File: src/rtl/uart_tx_arbiter.sv
// uart_tx_arbiter
//   Shares one uart_tx among NUM_REQ byte producers with round-robin grant.
//   A granted byte is latched, then the transmitter is walked through
//   wait-ready -> start pulse -> wait-done, and the requester is told when its
//   byte was taken (o_Ack) and when its frame ended (o_Done). A watchdog
//   aborts WAIT_DONE if o_TX_Done never shows up.
// Ports
//   i_Clock, i_Rst_L     clock, async active-low reset (sync release upstream)
//   i_Req[NUM_REQ]       level requests, sampled only in IDLE
//   i_Byte[8*NUM_REQ]    requester k byte on [8k+7:8k]
//   o_Ack / o_Done       one-hot single-cycle pulses to the requesters
//   o_Timeout            pulses with o_Done when the watchdog fired
//   o_TX_DV, o_TX_Byte   to uart_tx
//   i_TX_Active/Done     from uart_tx
module uart_tx_arbiter #(
  parameter int NUM_REQ      = 4,
  parameter int TIMEOUT_CLKS = 8192
) (
  input  logic                 i_Clock,
  input  logic                 i_Rst_L,
  input  logic [NUM_REQ-1:0]   i_Req,
  input  logic [8*NUM_REQ-1:0] i_Byte,
  output logic [NUM_REQ-1:0]   o_Ack,
  output logic [NUM_REQ-1:0]   o_Done,
  output logic                 o_Timeout,
  output logic                 o_TX_DV,
  output logic [7:0]           o_TX_Byte,
  input  logic                 i_TX_Active,
  input  logic                 i_TX_Done
);

  localparam int IDX_W = $clog2(NUM_REQ);
  localparam int WD_W  = $clog2(TIMEOUT_CLKS + 1);
  localparam logic [WD_W-1:0]  WD_LAST = WD_W'(TIMEOUT_CLKS - 1);
  localparam logic [WD_W-1:0]  WD_SAT  = {WD_W{1'b1}};
  localparam logic [IDX_W-1:0] PTR_RST = IDX_W'(NUM_REQ - 1);

  typedef enum logic [2:0] {
    S_IDLE       = 3'd0,
    S_WAIT_READY = 3'd1,
    S_START      = 3'd2,
    S_WAIT_DONE  = 3'd3,
    S_DONE       = 3'd4
  } state_e;

  state_e              state_q, state_d;
  logic [IDX_W-1:0]    ptr_q, ptr_d;
  logic [IDX_W-1:0]    gnt_q, gnt_d;
  logic [WD_W-1:0]     wd_q, wd_d;
  logic                tmo_flag_q, tmo_flag_d;
  logic [NUM_REQ-1:0]  ack_q, ack_d;
  logic [NUM_REQ-1:0]  done_q, done_d;
  logic                tmo_q, tmo_d;
  logic                dv_q, dv_d;
  logic [7:0]          byte_q, byte_d;

  logic                found;
  logic [IDX_W-1:0]    pick;

  // Round-robin pick: first set request scanning up from ptr+1, wrapping.
  // ptr+i never exceeds 2*NUM_REQ-1, so one extra bit and a single
  // conditional subtract implements the modulo for any NUM_REQ.
  always_comb begin
    logic [IDX_W:0] c;
    c     = '0;
    found = 1'b0;
    pick  = '0;
    for (int i = 1; i <= NUM_REQ; i++) begin
      c = {1'b0, ptr_q} + (IDX_W+1)'(i);
      if (c >= (IDX_W+1)'(NUM_REQ)) c = c - (IDX_W+1)'(NUM_REQ);
      if (!found && i_Req[c[IDX_W-1:0]]) begin
        found = 1'b1;
        pick  = c[IDX_W-1:0];
      end
    end
  end

  // State register plus datapath flops
  always_ff @(posedge i_Clock or negedge i_Rst_L) begin
    if (!i_Rst_L) begin
      state_q    <= S_IDLE;
      ptr_q      <= PTR_RST;
      gnt_q      <= '0;
      wd_q       <= '0;
      tmo_flag_q <= 1'b0;
      ack_q      <= '0;
      done_q     <= '0;
      tmo_q      <= 1'b0;
      dv_q       <= 1'b0;
      byte_q     <= 8'h00;
    end else begin
      state_q    <= state_d;
      ptr_q      <= ptr_d;
      gnt_q      <= gnt_d;
      wd_q       <= wd_d;
      tmo_flag_q <= tmo_flag_d;
      ack_q      <= ack_d;
      done_q     <= done_d;
      tmo_q      <= tmo_d;
      dv_q       <= dv_d;
      byte_q     <= byte_d;
    end
  end

  // Next state
  always_comb begin
    state_d = state_q;
    case (state_q)
      S_IDLE:       if (found) state_d = S_WAIT_READY;
      S_WAIT_READY: if (!i_TX_Active) state_d = S_START;
      S_START:      state_d = S_WAIT_DONE;
      S_WAIT_DONE:  if (i_TX_Done || (wd_q == WD_LAST)) state_d = S_DONE;
      S_DONE:       state_d = S_IDLE;
      default:      state_d = S_IDLE;
    endcase
  end

  // Outputs and datapath; pulses default low every cycle
  always_comb begin
    ack_d      = '0;
    done_d     = '0;
    tmo_d      = 1'b0;
    dv_d       = 1'b0;
    byte_d     = byte_q;
    gnt_d      = gnt_q;
    ptr_d      = ptr_q;
    wd_d       = wd_q;
    tmo_flag_d = tmo_flag_q;
    case (state_q)
      S_IDLE: begin
        if (found) begin
          gnt_d       = pick;
          byte_d      = i_Byte[{pick, 3'b000} +: 8];
          ack_d[pick] = 1'b1;
        end
      end
      S_START: begin
        dv_d = 1'b1;
        wd_d = '0;
      end
      S_WAIT_DONE: begin
        if (wd_q != WD_SAT) wd_d = wd_q + 1'b1;
        // A real done in the same cycle wins over the watchdog
        if (!i_TX_Done && (wd_q == WD_LAST)) tmo_flag_d = 1'b1;
      end
      S_DONE: begin
        done_d[gnt_q] = 1'b1;
        tmo_d         = tmo_flag_q;
        ptr_d         = gnt_q;
        tmo_flag_d    = 1'b0;
      end
      default: ;
    endcase
  end

  assign o_Ack     = ack_q;
  assign o_Done    = done_q;
  assign o_Timeout = tmo_q;
  assign o_TX_DV   = dv_q;
  assign o_TX_Byte = byte_q;

endmodule

File: config.mk
export PLATFORM = sky130hd
export DESIGN_NAME = uart_tx_arbiter
export DESIGN_NICKNAME = d
export VERILOG_FILES = /design/src/rtl/uart_tx_arbiter.sv
export SDC_FILE = /design/constraint.sdc
export NUM_CORES = 1
export LEC_CHECK = 0
export ABC_AREA = 1
export CAP_MARGIN = 25
export CORE_MARGIN = 5
export CORE_UTILIZATION = 50
export DETAILED_ROUTE_END_ITERATION = 8
export PLACE_DENSITY = 0.8
export SLEW_MARGIN = 20
export SYNTH_ARGS = -nofsm -noshare
export SYNTH_HDL_FRONTEND = slang
export SYNTH_SLANG_ARGS = --single-unit
File: constraint.sdc
create_clock -name i_Clock -period 5.4 [get_ports i_Clock]
set_clock_uncertainty 0.2 [all_clocks]
set_input_delay 1.35 -clock i_Clock [delete_from_list [all_inputs] [get_ports i_Clock]]
set_output_delay 1.35 -clock i_Clock [all_outputs]
set_load 0.005 [all_outputs]
==> results of run 1 <==
area by class of cell:
class	count	area, sq um	share of cell area
multi-input combinational	228	1130	0.360
clock buffer	5	68.8	0.0220
timing repair buffer	57	566	0.180
sequential	40	1000	0.320
tap	67	83.8	0.0267
clock inverter	3	42.5	0.0136
inverter	62	240	0.0766
cell usage after synthesis, drive strengths merged:
master and number:
nand2 99, inv 60, nand3 47, dfrtp 38, nor2 24, o21ai 12
nor3 8, xor2 8, buf 6, nand4 6, or2 6, a21oi 4
nand3b 3, o31ai 3, clkinv 2, dfstp 2, o22ai 2, o32ai 2
a21boi 1, a2bb2oi 1, clkbuf 1, ha 1, nor4 1
state kept, by name, indices dropped and copies added, names as in the netlist:
name	cells
gnt_q	2
o_Ack	4
o_Done	4
o_TX_Byte	8
o_TX_DV	1
o_Timeout	1
ptr_q	2
state_q	3
tmo_flag_q	1
wd_q	14
layer usage:
metal | global-route usage | vias to the layer above | share of wire
met5 | 0 | - | 0
met4 | 0.0533 | 0 | 0.011
met3 | 0.0508 | 6 | 0.056
met2 | 0.291 | 44 | 0.45
met1 | 0.243 | 1018 | 0.48
li1 | - | 1180 | -
cell usage in the layout, fill, tap and decap left out, drive strengths merged:
cell,instances
a21boi,1
a21oi,4
a2bb2oi,1
buf,1
bufinv,1
clkbuf,5
clkdlybuf4s50,56
clkinv,3
clkinvlp,1
dfrtp,38
dfstp,2
ha,1
inv,60
nand2,99
nand3,47
nand3b,3
nand4,6
nor2,24
nor3,8
nor4,1
o21ai,12
o22ai,2
o31ai,3
o32ai,2
or2,6
xor2,8
critical path, stage by stage:
cell             delay [ns]
clkdlybuf4s50_1        0.44
nand2_1                0.11
nand2_2                0.09
nand2_4                0.09
nand2_4                0.06
nor2_4                 0.10
nand3b_1               0.13
nand2_1                0.35
clkinv_1               0.34
nand3_1                0.20
o21ai_0                0.10
kinds of logic after synthesis:
kind of cell    Yosys count
buf+inv                  69
compound gates           25
simple gates            194
fa+ha+maj                 1
flops                    40
xor+xnor                  8
power breakdown:
group | switching [uW] | internal (uW) | leakage [uW] | total (uW)
clock network | 108 | 137 | 0.0000541 | 245
registers | 61.9 | 390 | 0.000526 | 452
logic | 529 | 319 | 0.000950 | 848
worst max-delay path by stage:
stage                     startpoint      endpoint  cells past startpoint
after CTS                   i_Req[0]      gnt_q[0]                     11
after global placement      i_Req[3]      gnt_q[0]                     11
after floorplan             i_Req[3]  o_TX_Byte[0]                     12
final                       i_Req[0]      gnt_q[0]                     11
after global routing        i_Req[2]  o_TX_Byte[6]                     14
after detailed placement    i_Req[0]      gnt_q[0]                     11
metrics by stage:
step                area, sq um  hold slack (ns)  total power [uW]
global route               3130            0.312              1690
finish                     3130            0.284              1540
detailed placement         3020            0.272              1310
CTS                        3130            0.287              1550
floorplan                  2420            0.245              1080
global placement           3020            0.264              1290
==> flow_summary.ini, run 1 <==
[floorplanning]
placementRows = 25
io_pins = 58
core-area_sq_um = 4720
fp.dieArea_sq_um = 6340
initial_utilization = 0.513
die_x_um = 79.6
chipHeight_um = 79.6

[timing]
finalCritPeriodShare = 0.627
tightest_slew_ns = 0.834
min_period_ns = 3.38
setup-tns-final_ns = 0
layout_setup_ws_ns = 2.02
finalHoldViolations = 0
maxSlewViolCount = 0
max_freq_mhz = 295
timing.max_slew.rel_slack = 0.444
report.final.setup_viol = 0
grt_setup_unrepaired = no

[job]
max_cap_viol_count = 0

[global_route]
largest_net_degree_at_the_start_of_global_routing = 41
grt_pass1_wl_um = 9300
grt.total_usage = 0.183
number_of_global_route_vias_before_repair = 2134
grt_overflow_total = 0
antenna_violations_before_repair = 0

[min_path]
timing.hold.worst_path_depth = 2
hold_end = o_TX_Byte[6]
min_path_type = flop to flop
worstHoldStart = o_TX_Byte[6]

[synthesis]
ys_seq_elements = 40
synth_top_family_by_area = simple AND/OR/NAND/NOR gates
yosys.area_share.simple = 0.371
mappedNetlistNets = 378
yosysTopAreaCell = dfrtp_1
yosys_warnings = 0
netlist_instances = 337
synth_compound_gate_area_share = 0.0615
xor_xnor_cell_area_share_of_the_yosys_netlist = 0.0289
ys_types = 36
synth.top_cells.by_area = dfrtp_1 (39%), nand2_1 (14%), nand3_1 (9.5%), inv_1 (8.8%), nor2_1 (3.3%)
synth_seq_area_share = 0.414
synth.mux.area_fraction = 0
post_synth_fa_ha_maj_area_fraction = 0.00517
synth_top_cell_area_share = 0.393
synth.avg_cell_area_sq_um = 7.19
synth.cell_area_sq_um = 2420

[pwr]
static-leakage-power_uw = 0.00153
power-per-cell-area_nw_per_um2 = 493
ir_worst_vdd_v = 0.000298

[detailed_routing]
detailroute.via_count = 2248
post-route-drc-count = 0
postRouteAntennaNets = 0
drt_wl_total_um = 5330
drt_iter0_drc = 95
via_per_inst = 4.87
wire_per_inst_um = 11.5
dr.pass1.iters = 4

[setup_path]
r2r_setup_slk_ns = 2.82
r2r_start = ptr_q[0]
rr_endpoint = gnt_q[0]
timing.setup.critical_path_class = input port to flop
crit_fanout = 11
critPathArrivalTime_ns = 3.36
cp.required_ns = 5.37
critical_path.endpoint_type = flop
crit_path_start_kind = input port
r2r_cells = 11

[placement]
placedCellCount = 454
dp_hpwl_um = 4170
final_weighted_congestion_in_routability_driven_placement = 0.890
pre_cts_ws_ns = 1.70
port_buffers = 57

[layout]
syn_to_final_growth_pct = 29.4
antennaDiodeCount = 0
drive_above_1_share = 0.0835
finish.cell_count_without_fillers = 462
finish.utilization = 0.664
filler_cell_count = 415
layout.nets = 435

[clock_network]
post_cts_resized = 0
cts-root-to-sink-buffers = 2
clkSinkCount = 40
root_driver = clkbuf_8
worst_skew_pair_latency_ns = 0.30
tritoncts = done
cts.reportedPaths.clkPinSlew_ns = 0.09
tritoncts.num_buffers = 5
cts_setup_buffers = 0
cts.hold.buffers_added = 0
ctsHtreeMaxLevel = 2

[status]
status = finished, final reports clean
No activity file was read; power rests on OpenSTA's default activity.
==> run 2: changes to the inputs <==
CORE_UTILIZATION = 45   (was 50)
PLACE_DENSITY = 0.76   (was 0.8)
clock period = 2.9 ns   (was 5.4 ns; I/O delays follow)
==> run 2 against run 1 <==
Sequential cell count is the same. First-iteration DRC count shrank 3.2%. Sequential power grew 85%.
==> flow_summary.ini, run 2 (synthesized netlist as in run 1, its figures left out) <==
[setup_path]
critPathArrivalTime_ns = 2.50
critical_path.endpoint_type = flop
timing.critical_path.buf_inv = 2
timing.setup.critical_path_class = input port to flop
critical-path-slowest-cell = clkdlybuf4s50_1
crit_path_start_kind = input port
crit_fanout = 23
critical-path-top-delay-family = simple AND/OR/NAND/NOR gates
crit_path_cell_trace = clkdlybuf4s50_1 > inv_1 > nand2_1 > nand2_1 > o21ai_1 > nand3_2 > nand2_2 > nand2_2 > or2_2 > nand3_1 > nand3_1
cp.required_ns = 2.88
critical_path.max_stage_delay_ns = 0.47

[layout]
syn_to_final_growth_pct = 30.6
mostFrequentLayoutCell = nand2_1
highest_count_cells_in_the_layout_ignoring_fill_and_taps = nand2_1 (89), inv_1 (57), clkdlybuf4s50_1 (56)
storage_cell_area_sq_um = 1000
multi_input_gate_area_sq_um = 1130
max_flop_register = wd_q
finish.utilization = 0.612
antennaDiodeCount = 0
filler_cell_count = 456
largest_register_ff_count = 14
drive_above_1_share = 0.0902
layout.nets = 439

[floorplanning]
die_x_um = 83.4
initial_utilization = 0.468
placementRows = 26
core-area_sq_um = 5170
io_pins = 58
chipHeight_um = 83.4
fp.dieArea_sq_um = 6950

[detailed_routing]
detailroute.via_count = 2241
wire_per_inst_um = 11.5
post-route-drc-count = 0
dr.pass1.iters = 4
postRouteAntennaNets = 0
drt_iter0_drc = 92
drt_wl_total_um = 5390
via_per_inst = 4.78

[global_route]
largest_net_degree_at_the_start_of_global_routing = 41
grt_overflow_total = 0
grt.total_usage = 0.169
grt_pass1_wl_um = 9850
number_of_global_route_vias_before_repair = 2215
antenna_violations_before_repair = 0

[timing]
report.final.setup_viol = 0
tightest_slew_ns = 0.894
finalHoldViolations = 0
timing.max_slew.rel_slack = 0.404
setup-tns-final_ns = 0
finalCritPeriodShare = 0.868
min_period_ns = 2.52
max_freq_mhz = 397
grt_setup_unrepaired = no
maxSlewViolCount = 0

[pwr]
power-per-cell-area_nw_per_um2 = 924
static-leakage-power_uw = 0.00155
ir_worst_vdd_v = 0.000491

[clock_network]
tritoncts.num_buffers = 5
ctsHtreeMaxLevel = 2
cts_setup_buffers = 0
clkSinkCount = 40
post_cts_resized = 0
cts.hold.buffers_added = 0
tritoncts = done
root_driver = clkbuf_8
cts.reportedPaths.clkPinSlew_ns = 0.07
cts-root-to-sink-buffers = 2
worst_skew_pair_latency_ns = 0.29

[job]
max_cap_viol_count = 0

[placement]
dp_hpwl_um = 4200
final_weighted_congestion_in_routability_driven_placement = 0.872
port_buffers = 57

[status]
status = finished, final reports clean

[min_path]
min_path_type = flop to flop
==> run 2: cell types whose count changed in the layout (fill, tap and decap cells not counted) <==
cell	delta
clkbuf_1	+1
clkinvlp_4	-1
buf_4	+4
==> run 2: through the flow <==
stage          area [sq um]  instances  hold slack, ns  total power (uW)  setup WS, ns
3_5_place_dp           3060        461           0.265              2500        0.0633
5_1_grt                3160        469           0.308              3240         0.197
2_1_floorplan          2420        337           0.229              2010         0.839
6_report               3160        469           0.282              2920         0.381
4_1_cts                3160        469           0.286              2950         0.386
3_3_place_gp           3060        461           0.261              2460         0.138
==> run 2: worst paths after layout <==
check / to / start / cells after the start / slack, ns
min reg2reg: o_TX_Byte[2] / o_TX_Byte[2] / 2 / 0.28
min in group asynchronous: o_Timeout / i_Rst_L / 1 / 0.35
max in group asynchronous: o_TX_Byte[0] / i_Rst_L / 1 / 1.59
max: o_TX_Byte[7] / i_Req[3] / 11 / 0.38
min: o_TX_Byte[2] / o_TX_Byte[2] / 2 / 0.28
max reg2reg: o_TX_Byte[7] / ptr_q[0] / 12 / 0.57
==> run 2: cell type report <==
class,instances,share of cell area
clock inverter,2,0.0111
multi-input combinational,228,0.357
tap,70,0.0277
clock buffer,6,0.0229
inverter,62,0.0759
sequential,40,0.317
timing repair buffer,61,0.188
==> run 2: metal layers <==
metal | track usage | vias to the layer above | wire [um]
met5 | 0 | - | 0
met4 | 0.0520 | 0 | 68
met3 | 0.0525 | 6 | 330
met2 | 0.274 | 50 | 2420
met1 | 0.214 | 1003 | 2570
li1 | - | 1182 | -
==> run 2: tightest hold or removal path: stages, from the launching register on <==
cell     delay [ns]
dfrtp_1        0.34
nand2_1        0.06
nand2_1        0.05
==> run 2: where the power goes <==
| part | switching, uW | internal [uW] |
|---|---|---|
| Sequential | 111 | 726 |
| Combinational | 997 | 643 |
| Clock | 190 | 255 |
==> run 3: changes to the inputs <==
SLEW_MARGIN = 25   (was 20)
==> results of run 3 <==
No change in the layout: final DEF, timing and power equal those of run 2.
